--- src/rtl/data_memory_requester.sv ---
// Core-side requester for the data memory manager: queues byte read/write requests and
// sequences address-register load, access strobe, read wait and a one-cycle response.
module data_memory_requester #(
    parameter int unsigned ADDR_W       = 10,
    parameter int unsigned DATA_W       = 8,
    parameter int unsigned FIFO_DEPTH   = 2,
    parameter int unsigned READ_LATENCY = 1
) (
    input  logic              clk,
    input  logic              in_rst_n,
    input  logic              in_req_valid,
    output logic              out_req_ready,
    input  logic              in_req_write,
    input  logic [ADDR_W-1:0] in_req_addr,
    input  logic [DATA_W-1:0] in_req_wdata,
    output logic              out_rsp_valid,
    output logic              out_rsp_write,
    output logic [DATA_W-1:0] out_rsp_data,
    output logic              out_mem_addr_write_en,
    output logic [ADDR_W-1:0] out_mem_addr,
    output logic              out_mem_write_en,
    output logic              out_mem_read_en,
    output logic [DATA_W-1:0] out_mem_data,
    input  logic [DATA_W-1:0] in_mem_data
);

    localparam int unsigned PTR_W = $clog2(FIFO_DEPTH);
    localparam int unsigned CNT_W = $clog2(FIFO_DEPTH) + 1;
    localparam int unsigned LAT_W = $clog2(READ_LATENCY + 1);

    typedef struct packed {
        logic              write;
        logic [ADDR_W-1:0] addr;
        logic [DATA_W-1:0] wdata;
    } req_t;

    typedef enum logic [2:0] {
        S_IDLE   = 3'd0,
        S_ADDR   = 3'd1,
        S_ACCESS = 3'd2,
        S_WAIT   = 3'd3,
        S_RESP   = 3'd4
    } state_t;

    req_t              fifo_mem [FIFO_DEPTH];
    logic [PTR_W-1:0]  wr_ptr;
    logic [PTR_W-1:0]  rd_ptr;
    logic [CNT_W-1:0]  count;
    logic              push;
    logic              pop;
    req_t              head;

    state_t            state;
    req_t              work;
    logic              cache_valid;
    logic [ADDR_W-1:0] cache_addr;
    logic              cache_hit;
    logic [LAT_W-1:0]  lat_cnt;

    // Ready derives only from the registered count, so a same-cycle pop never frees a full queue.
    assign out_req_ready = (count != CNT_W'(FIFO_DEPTH));
    assign push          = in_req_valid && out_req_ready;
    assign pop           = (state == S_IDLE) && (count != '0);
    assign head          = fifo_mem[rd_ptr];
    assign cache_hit     = cache_valid && (head.addr == cache_addr);

    // Queue storage carries no reset; only pointers and count define its contents.
    always_ff @(posedge clk) begin
        if (push) begin
            fifo_mem[wr_ptr] <= '{write: in_req_write, addr: in_req_addr, wdata: in_req_wdata};
        end
    end

    always_ff @(posedge clk or negedge in_rst_n) begin
        if (!in_rst_n) begin
            wr_ptr <= '0;
            rd_ptr <= '0;
            count  <= '0;
        end else begin
            if (push) begin
                wr_ptr <= wr_ptr + PTR_W'(1);
            end
            if (pop) begin
                rd_ptr <= rd_ptr + PTR_W'(1);
            end
            count <= count + CNT_W'(push) - CNT_W'(pop);
        end
    end

    // Control FSM; strobes are set on the edge that enters the state they belong to.
    always_ff @(posedge clk or negedge in_rst_n) begin
        if (!in_rst_n) begin
            state                 <= S_IDLE;
            work                  <= '0;
            cache_valid           <= 1'b0;
            cache_addr            <= '0;
            lat_cnt               <= '0;
            out_rsp_valid         <= 1'b0;
            out_rsp_write         <= 1'b0;
            out_rsp_data          <= '0;
            out_mem_addr_write_en <= 1'b0;
            out_mem_addr          <= '0;
            out_mem_write_en      <= 1'b0;
            out_mem_read_en       <= 1'b0;
            out_mem_data          <= '0;
        end else begin
            out_rsp_valid         <= 1'b0;
            out_mem_addr_write_en <= 1'b0;
            out_mem_write_en      <= 1'b0;
            out_mem_read_en       <= 1'b0;
            case (state)
                S_IDLE: begin
                    if (pop) begin
                        work <= head;
                        if (cache_hit) begin
                            state <= S_ACCESS;
                            if (head.write) begin
                                out_mem_write_en <= 1'b1;
                                out_mem_data     <= head.wdata;
                            end else begin
                                out_mem_read_en  <= 1'b1;
                            end
                        end else begin
                            state                 <= S_ADDR;
                            out_mem_addr_write_en <= 1'b1;
                            out_mem_addr          <= head.addr;
                        end
                    end
                end
                S_ADDR: begin
                    cache_valid <= 1'b1;
                    cache_addr  <= work.addr;
                    state       <= S_ACCESS;
                    if (work.write) begin
                        out_mem_write_en <= 1'b1;
                        out_mem_data     <= work.wdata;
                    end else begin
                        out_mem_read_en  <= 1'b1;
                    end
                end
                S_ACCESS: begin
                    if (work.write) begin
                        state         <= S_RESP;
                        out_rsp_valid <= 1'b1;
                        out_rsp_write <= 1'b1;
                        out_rsp_data  <= '0;
                    end else begin
                        state   <= S_WAIT;
                        lat_cnt <= LAT_W'(READ_LATENCY - 1);
                    end
                end
                S_WAIT: begin
                    if (lat_cnt == '0) begin
                        state         <= S_RESP;
                        out_rsp_valid <= 1'b1;
                        out_rsp_write <= 1'b0;
                        out_rsp_data  <= in_mem_data;
                    end else begin
                        lat_cnt <= lat_cnt - LAT_W'(1);
                    end
                end
                S_RESP: begin
                    state <= S_IDLE;
                end
                default: begin
                    state <= S_IDLE;
                end
            endcase
        end
    end

endmodule

--- config.mk ---
export PLATFORM = sky130hd
export DESIGN_NAME = data_memory_requester
export DESIGN_NICKNAME = d
export VERILOG_FILES = /design/src/rtl/data_memory_requester.sv
export SDC_FILE = /design/constraint.sdc
export NUM_CORES = 1
export LEC_CHECK = 0
export CORE_MARGIN = 5
export CORE_UTILIZATION = 55
export DETAILED_ROUTE_END_ITERATION = 8
export GPL_TIMING_DRIVEN = 1
export PLACE_DENSITY = 0.84
export SLEW_MARGIN = 20
export SYNTH_ARGS = -nofsm -noshare
export SYNTH_HDL_FRONTEND = slang
export SYNTH_SLANG_ARGS = --single-unit
--- constraint.sdc ---
create_clock -name clk -period 6.68 [get_ports clk]
set_clock_uncertainty 0.15 [all_clocks]
set_input_delay 2.004 -clock clk [delete_from_list [all_inputs] [get_ports clk]]
set_output_delay 2.004 -clock clk [all_outputs]
set_load 0.005 [all_outputs]
==> impl_metrics.toml, run 1 <==
[setup_path]
startpoint_type = "register"
cp_data_arrival_time_ns = 1.42
criticalPathCategory = "register to output port"
critPathCaptureType = "output port"
required_ns = 4.53
path_max_fanout = 3

[floorplan]
rows = 31
die_w_microns = 96.3
fp.coreArea_sq_mm = 0.00725
dieArea_sq_mm = 0.00928
io_pins = 62
initial_utilization_pct = 56.5
die_y_microns = 96.3

[drt]
wl_met2_microns = 3560
drt-vias-per-instance = 5.27
vias = 2407
met3WireLength_microns = 312
wl_met1_microns = 3310
wl_per_cell_microns = 15.9
antenna_left = 0
drt_wl_total_microns = 7250
drt_pass1_iterations = 7
drt-initial-drc-count = 125
maxUsedRoutingLayer = "met4"
remaining_drc_errors = 0

[timing]
hold_slack_ns = 0.334
slew-limit-headroom_pct = 27.8
worst_pin_slew_ns = 1.08
setup_violations = 0
finalCriticalPeriod_ns = 3.57
hold_viol = 0
rsz0062_at_grt = "no"
slew_violations = 0
setup_tns_ns = 0
post-route-period-util_pct = 53.4
max_freq_ghz = 0.280

[power_and_ir_drop]
power_frac_seq_pct = 44.0
clkPwrFrac_pct = 18.1
combPwrFrac_pct = 37.8
internal_power_w = 0.00168
p_sw_w = 0.000819
peakVddDrop_mv = 0.362
swShare_pct = 32.8
powerDensity_mw_per_mm2 = 495
total_power_w = 0.00250
static-leakage-power_nw = 2.03

[grt]
grt_usage_pct = 17.3
grt_pass1_wl_microns = 11800
grt_pass1_vias = 2414
antenna_found_initial = 0
gr-total-overflow = 0
grt_max_degree = 69

[yosys]
yosysMostFrequentCell = "dfrtp_1"
syn_nets = 321
synth_common_cells = "dfrtp_1 (68), nor2_1 (41), edfxtp_1 (38)"
seq_area_frac_synth_pct = 69.4
syn_inst = 289
synth-seq-cells = 106
synth_cell_type_count = 37
synth_ff_type = "dfrtp_1"
avgSynthCellArea_sq_um = 14.2
yosysWarnings = 0
netlist_area_sq_mm = 0.00410
netlist_top_cells_area = "dfrtp_1 (42%), edfxtp_1 (28%), mux2i_1 (4.4%), nor2_1 (3.8%), a21oi_1 (3.7%)"
yosysTopAreaCellShare_pct = 41.5
synthArstFlopShare_pct = 64.2
synth-edff-count = 38
synth_top_area_cell = "dfrtp_1"

[cts]
clock-root-buffer = "clkbuf_8"
post_cts_buffers = 0
path_clk_slew_ns = 0.09
cts_tree = "yes"
cts.repair.resized = 0
htreeDepth = 3
hold_buffers = 0
clock_latency_ns = 0.36
clk_path_buf_depth = 2
numCtsBuffers = 9
clock_sinks = 106

[run]
drv_cap = 0

[placement]
gp_congestion = 0.739
place_hpwl_microns = 4980
place.port_buffers = 61

[final_layout]
syn_to_final_growth_pct = 23.0
drive_above_1_share_pct = 12.8
fin_nets = 386
insertedDiodeCount = 0

[run_status]
status = "finished, final reports clean"

[worst_hold_path]
hold_path.class = "register to register"
[final cells by class]
class	instances	area, sq um
multi-input cells	157	1150
repair buffers	66	643
well taps	99	124
clock inverters	5	103
fillers	522	2210
inverters	14	52.6
clock buffers	10	128
flip-flops and latches	106	2840
[cells in the final DEF (no fill, tap or decap), drive strengths merged, types with 6 or more instances in the layout]
cell | synthesis | routed
a21oi | 30 | 30
a221oi | 8 | 8
a22o | 8 | 8
buf | 3 | 6
clkbuf | 9 | 10
clkdlybuf4s50 | 0 | 60
dfrtp | 68 | 68
edfxtp | 38 | 38
inv | 14 | 15
mux2 | 10 | 10
mux2i | 20 | 20
nor2 | 41 | 41
xnor2 | 12 | 12
[power by group through the flow]
stage / Combinational [W] / Clock (W) / Sequential [W]
after detailed placement: 0.000951 / 0 / 0.00111
after global placement: 0.000916 / 0 / 0.00110
final: 0.000944 / 0.000452 / 0.00110
after CTS: 0.000956 / 0.000460 / 0.00110
after floorplan: 0.000638 / 0 / 0.00106
after global routing: 0.00104 / 0.000487 / 0.00113
[stage by stage]
stage / cell area [sq um] / setup slack [ns] / std cells / utilization (%)
2_1_floorplan: 4100 / 3.22 / 289 / -
3_3_place_gp: 4810 / 2.96 / 442 / 66.3
3_5_place_dp: 4810 / 2.91 / 442 / 66.3
4_1_cts: 5040 / 3.08 / 457 / 69.5
5_1_grt: 5040 / 2.99 / 457 / 69.5
6_report: 5040 / 3.11 / 457 / 69.5
[routing by layer]
layer  global-route usage (%)  vias up
li1                         -     1153
met1                     23.7     1196
met2                     26.3       52
met3                     4.53        6
met4                     6.89        0
met5                        0        -
[worst max-delay path, cell delays in order, from the launching register on]
cell and delay (ns):
dfrtp_1 0.38, nand2b_1 0.16, clkdlybuf4s50_1 0.52
[logic make-up (layout without fill, tap and decap cells)]
| family | Yosys count | after routing | synth area share (%) |
|---|---|---|---|
| adder cells (fa/ha/maj) | 2 | 2 | 0.611 |
| flip-flops | 106 | 106 | 69.4 |
| buffers and inverters | 26 | 95 | 2.75 |
| multiplexers | 30 | 30 | 8.03 |
| AO/OA/AOI/OAI | 54 | 54 | 9.62 |
| XOR/XNOR | 13 | 13 | 2.78 |
| AND/OR/NAND/NOR | 58 | 58 | 6.84 |
[flip-flops by register name, indices dropped and copies added (netlist names)]
signal and count:
out_rsp_write 1, out_mem_data 8, out_rsp_data 8, out_mem_addr_write_en 1, count 2, rd_ptr 1, out_rsp_valid 1, work 19
out_mem_addr 10, cache_addr 10, out_mem_write_en 1, wr_ptr 1, out_mem_read_en 1, fifo_mem 38, state 3, cache_valid 1
[worst paths after layout]
path | slack, ns | endpoint | cells after the start | from
setup / recovery | 3.11 | out_req_ready | 2 | count[0]$_DFF_PN0_
hold / removal | 0.33 | cache_valid$_DFFE_PN0P_ | 1 | cache_valid$_DFFE_PN0P_
setup reg to reg | 3.33 | out_mem_data[2]$_DFFE_PN0P_ | 6 | rd_ptr$_DFFE_PN0P_
hold reg to reg | 0.33 | cache_valid$_DFFE_PN0P_ | 1 | cache_valid$_DFFE_PN0P_
max in group asynchronous | 4.16 | out_mem_addr[4]$_DFFE_PN0P_ | 2 | in_rst_n
min in group asynchronous | 1.68 | work[6]$_DFFE_PN0P_ | 2 | in_rst_n
Note: power is estimated with default switching activity, not from simulation.
==> run 2, diff against run 1 <==
--- a/config.mk
+++ b/config.mk
@@ -6,10 +6,10 @@
 export NUM_CORES = 1
 export LEC_CHECK = 0
 export CORE_MARGIN = 5
-export CORE_UTILIZATION = 55
+export CORE_UTILIZATION = 48
 export DETAILED_ROUTE_END_ITERATION = 8
 export GPL_TIMING_DRIVEN = 1
-export PLACE_DENSITY = 0.84
+export PLACE_DENSITY = 0.78
 export SLEW_MARGIN = 20
 export SYNTH_ARGS = -nofsm -noshare
 export SYNTH_HDL_FRONTEND = slang
==> constraint.sdc (replaced) <==
create_clock -name clk -period 3.1 [get_ports clk]
set_clock_uncertainty 0.15 [all_clocks]
set_input_delay 0.93 -clock clk [delete_from_list [all_inputs] [get_ports clk]]
set_output_delay 0.93 -clock clk [all_outputs]
set_load 0.005 [all_outputs]
==> run 2 against run 1 <==
Net effect: combinational power up 130%; wire length grew 3.8%; global-route usage is 1.6 points lower; register-to-register slack lost 3.1 ns; via count is 2.2% higher; sequential share of layout area shrank 0.47 points; die area up 13%; sequential power grew 110%; critical path depth grew 4; final cell count grew 3.3%; worst setup slack got worse by 2.9 ns; clock power rose by 84%; critical endpoint is now out_mem_data[1]$_DFFE_PN0P_; highest routed layer unchanged.
==> impl_metrics.toml, run 2 (synthesized netlist as in run 1, its figures left out) <==
[drt]
drt_wl_total_microns = 7530
remaining_drc_errors = 0
drt_pass1_iterations = 4
drt-initial-drc-count = 215
drt-vias-per-instance = 5.21
wl_per_cell_microns = 15.9
antenna_left = 0
vias = 2460

[cts]
path_clk_slew_ns = 0.10
hold_buffers = 0
cts_tree = "yes"
clock_latency_ns = 0.37
cts.repair.resized = 0
htreeDepth = 3
clock_sinks = 106
post_cts_buffers = 0
clock-root-buffer = "clkbuf_8"
clk_path_buf_depth = 2
numCtsBuffers = 9

[final_layout]
final_area_sq_mm = 0.00508
syn_to_final_growth_pct = 24.0
largest_reg_flops = 38
final_common_cell = "dfrtp_1"
largest_register = "fifo_mem"
insertedDiodeCount = 0
drive_above_1_share_pct = 15.0
largest_registers = "fifo_mem: 38 flops, work: 19 flops"
final_cell_mix = "dfrtp_1 (68), clkdlybuf4s50_1 (60), nor2_1 (41), edfxtp_1 (38), a21oi_1 (30)"
fillers = 639
fin_nets = 394

[timing]
slew_violations = 0
setup_violations = 0
hold_viol = 0
worst_pin_slew_ns = 0.749
post-route-period-util_pct = 91.7
max_freq_ghz = 0.352
rsz0062_at_grt = "no"
fin_ws_ns = 0.256
finalCriticalPeriod_ns = 2.84
slew-limit-headroom_pct = 50.1
setup_tns_ns = 0
hold_slack_ns = 0.352

[run]
drv_cap = 0

[power_and_ir_drop]
static-leakage-power_nw = 2.05
powerDensity_mw_per_mm2 = 1050
peakVddDrop_mv = 0.433

[setup_path]
cp_top_family = "compound AO/OA/AOI/OAI gates"
path_max_fanout = 9
cp_num_buf_inv = 0
startpoint_type = "register"
cp_data_arrival_time_ns = 2.97
critPathMaxStageDelay_ns = 0.63
crit_chain = "mux2i_1, xnor2_1, nor4_2, nand4_2, o31a_1, a221oi_2"
required_ns = 3.23
reg2regPathDepth = 6
critPathCaptureType = "register"
crit_cells = 6
slowest_stage = "dfrtp_1"
criticalPathCategory = "register to register"

[grt]
grt_usage_pct = 15.6
grt_pass1_vias = 2385
grt_max_degree = 35
antenna_found_initial = 0
gr-total-overflow = 0
grt_pass1_wl_microns = 12400

[placement]
dpl_cell_area_sq_mm = 0.00489
gp_congestion = 0.824
place_hpwl_microns = 5510
pre_cts_slack_ns = 0.257
place.port_buffers = 61

[floorplan]
dieArea_sq_mm = 0.0105
fp.coreArea_sq_mm = 0.00826
io_pins = 62
rows = 33
die_w_microns = 102
die_y_microns = 102
initial_utilization_pct = 49.6

[run_status]
status = "finished, final reports clean"

[worst_hold_path]
hold_path.class = "register to register"
hold_depth = 1
-- run 2: cell types whose count changed in the layout (fill, tap and decap cells not counted), sizes merged --
cell and change:
buf +8, clkbuf +1, bufinv -2, inv +1, clkinv +1
-- run 2: final cells by class --
class | instances | area (sq um) | area share [%]
tap | 105 | 131 | 2.58
sequential | 106 | 2840 | 55.9
multi-input combinational | 157 | 1150 | 22.6
timing repair buffer | 74 | 716 | 14.1
inverter | 14 | 52.6 | 1.03
clock inverter | 5 | 61.3 | 1.21
clock buffer | 11 | 131 | 2.58
-- run 2: layer usage --
| metal | vias to the layer above | global-route usage [%] | wire, microns |
|---|---|---|---|
| met4 | 0 | 7.27 | 136 |
| met1 | 1216 | 22.3 | 3490 |
| met2 | 71 | 22.7 | 3480 |
| met5 | - | 0 | 0 |
| met3 | 11 | 3.69 | 421 |
| li1 | 1162 | - | - |
-- run 2: path summary, 6_finish.rpt --
check	startpoint	endpoint	slack (ns)
worst max-delay path	rd_ptr$_DFFE_PN0P_	out_mem_data[1]$_DFFE_PN0P_	0.26
worst min-delay path	count[1]$_DFF_PN0_	count[1]$_DFF_PN0_	0.35
worst max register to register	rd_ptr$_DFFE_PN0P_	out_mem_data[1]$_DFFE_PN0P_	0.26
worst min register to register	count[1]$_DFF_PN0_	count[1]$_DFF_PN0_	0.35
max in group asynchronous	in_rst_n	out_rsp_data[7]$_DFFE_PN0P_	1.71
min in group asynchronous	in_rst_n	out_rsp_data[5]$_DFFE_PN0P_	0.47
-- run 2: worst register-to-register path: stages, from the launching register on --
cell      delay (ns)
dfrtp_1         0.63
mux2i_1         0.41
xnor2_1         0.12
nor4_2          0.37
nand4_2         0.22
o31a_1          0.50
a221oi_2        0.35
-- run 2: metrics by stage --
step	total power (W)	util [%]	std cells
floorplan	0.00367	-	289
global placement	0.00447	59.2	456
detailed placement	0.00456	59.2	456
CTS	0.00539	61.5	472
global route	0.00569	61.5	472
finish	0.00533	61.5	472
-- run 2: power breakdown --
part	leakage, nW	total (W)	switching, W	internal [W]
clock network	0.0983	0.000831	0.000451	0.000380
registers	1.13	0.00235	0.000323	0.00203
logic	0.824	0.00215	0.00104	0.00111
==> run 3, diff against run 2 <==
--- a/config.mk
+++ b/config.mk
@@ -5,7 +5,7 @@
 export SDC_FILE = /design/constraint.sdc
 export NUM_CORES = 1
 export LEC_CHECK = 0
-export CORE_MARGIN = 5
+export CAP_MARGIN = 20
 export CORE_UTILIZATION = 48
 export DETAILED_ROUTE_END_ITERATION = 8
 export GPL_TIMING_DRIVEN = 1
==> run 3 against run 2 <==
Net effect: first-iteration DRC count shrank 36%; die area decreased by 15%; worst setup slack improved by 0.077 ns; largest cell class unchanged; power increased by 0.73%; maximum frequency grew 2.8%; wire length fell by 2.3%; clock power increased by 7.7%; worst hold slack got worse by 0.024 ns; clock-buffer cell count stayed put; sequential power about the same; critical path depth is 1 higher.
==> impl_metrics.toml, run 3 (synthesized netlist as in run 1, its figures left out) <==
[run_status]
status = "finished, final reports clean"

[cts]
clock-root-buffer = "clkbuf_8"
hold_buffers = 0
clk_path_buf_depth = 2
path_clk_slew_ns = 0.09
post_cts_buffers = 0
numCtsBuffers = 9
cts_tree = "yes"
htreeDepth = 3
cts.repair.resized = 0
clock_sinks = 106
clock_latency_ns = 0.36

[final_layout]
insertedDiodeCount = 0
final_common_cell = "dfrtp_1"
largest_reg_flops = 38
final_cell_mix = "dfrtp_1 (68), clkdlybuf4s50_1 (60), nor2_1 (41), edfxtp_1 (38), a21oi_1 (30)"
fillers = 638
syn_to_final_growth_pct = 24.1
multi_input_area_sq_mm = 0.00115
final_area_sq_mm = 0.00508
drive_above_1_share_pct = 14.5
largest_register = "fifo_mem"
fin_nets = 392
largest_registers = "fifo_mem: 38 flops, work: 19 flops"
seqCellArea_sq_mm = 0.00284

[drt]
drt-initial-drc-count = 137
vias = 2421
drt-vias-per-instance = 5.15
drt_pass1_iterations = 4
drt_wl_total_microns = 7360
wl_per_cell_microns = 15.6
antenna_left = 0
remaining_drc_errors = 0

[timing]
max_freq_ghz = 0.361
worst_pin_slew_ns = 0.711
hold_viol = 0
slew-limit-headroom_pct = 52.3
setup_violations = 0
post-route-period-util_pct = 89.2
setup_tns_ns = 0
fin_ws_ns = 0.334
slew_violations = 0
rsz0062_at_grt = "no"
finalCriticalPeriod_ns = 2.77

[grt]
grt_usage_pct = 18.0
grt_max_degree = 69
grt_pass1_wl_microns = 11900
antenna_found_initial = 0
grt_pass1_vias = 2409
gr-total-overflow = 0

[setup_path]
required_ns = 3.21
crit_chain = "buf_4, mux2i_1, xnor2_1, nor4_2, nand4_2, o31a_1, a221oi_2"
cp_data_arrival_time_ns = 2.88
critPathMaxStageDelay_ns = 0.51
cp_top_family = "compound AO/OA/AOI/OAI gates"
rrSetupSlack_ns = 0.33
startpoint_type = "register"
cp_num_buf_inv = 1
criticalPathCategory = "register to register"
critPathCaptureType = "register"
slowest_stage = "dfrtp_1"
path_max_fanout = 9

[placement]
place.port_buffers = 61
pre_cts_slack_ns = 0.327
dpl_cell_area_sq_mm = 0.00487
place_hpwl_microns = 5060
gp_congestion = 0.770

[power_and_ir_drop]
powerDensity_mw_per_mm2 = 1060
peakVddDrop_mv = 0.441
static-leakage-power_nw = 2.05

[floorplan]
die_y_microns = 94.4
die_w_microns = 94.4
io_pins = 62
dieArea_sq_mm = 0.00891
rows = 33
fp.coreArea_sq_mm = 0.00826
initial_utilization_pct = 49.6

[worst_hold_path]
hold_path.class = "register to register"

[run]
drv_cap = 0
run 3: changes by cell type in the layout (fill, tap and decap cells not counted), sizes merged:
cell / before / now
bufinv: 1 / 2
clkinv: 2 / 3
inv: 16 / 14
buf: 14 / 12
run 3: worst paths after layout:
check	from	to	depth (start not counted)
min reg2reg	cache_valid$_DFFE_PN0P_	cache_valid$_DFFE_PN0P_	1
min in group asynchronous	in_rst_n	out_rsp_data[7]$_DFFE_PN0P_	2
max reg2reg	rd_ptr$_DFFE_PN0P_	out_mem_data[1]$_DFFE_PN0P_	7
max in group asynchronous	in_rst_n	cache_valid$_DFFE_PN0P_	2
min	cache_valid$_DFFE_PN0P_	cache_valid$_DFFE_PN0P_	1
max	rd_ptr$_DFFE_PN0P_	out_mem_data[1]$_DFFE_PN0P_	7
run 3: stage by stage:
step | utilization (%) | hold slack [ns] | std cells | total power, W
3_5_place_dp | 59.0 | 0.297 | 454 | 0.00452
2_1_floorplan | - | 0.282 | 289 | 0.00367
4_1_cts | 61.6 | 0.326 | 470 | 0.00542
3_3_place_gp | 59.0 | 0.300 | 454 | 0.00443
6_report | 61.6 | 0.327 | 470 | 0.00537
5_1_grt | 61.6 | 0.367 | 470 | 0.00572
run 3: cell type report:
class | instances | share of cell area, %
timing repair buffer | 72 | 13.8
clock buffer | 11 | 2.58
inverter | 14 | 1.03
clock inverter | 5 | 1.55
tap | 105 | 2.58
multi-input combinational | 157 | 22.6
sequential | 106 | 55.9
run 3: routing by layer:
| layer | track usage (%) | up-vias | routed length [microns] |
|---|---|---|---|
| li1 | - | 1167 | - |
| met1 | 25.9 | 1189 | 3560 |
| met2 | 27.5 | 56 | 3390 |
| met3 | 2.98 | 9 | 285 |
| met4 | 6.92 | 0 | 120 |
| met5 | 0 | - | 0 |
run 3: where the power goes:
| part | internal [W] | switching, W | leakage (nW) |
|---|---|---|---|
| Combinational | 0.00109 | 0.00106 | 0.814 |
| Sequential | 0.00203 | 0.000299 | 1.13 |
| Clock | 0.000455 | 0.000440 | 0.107 |
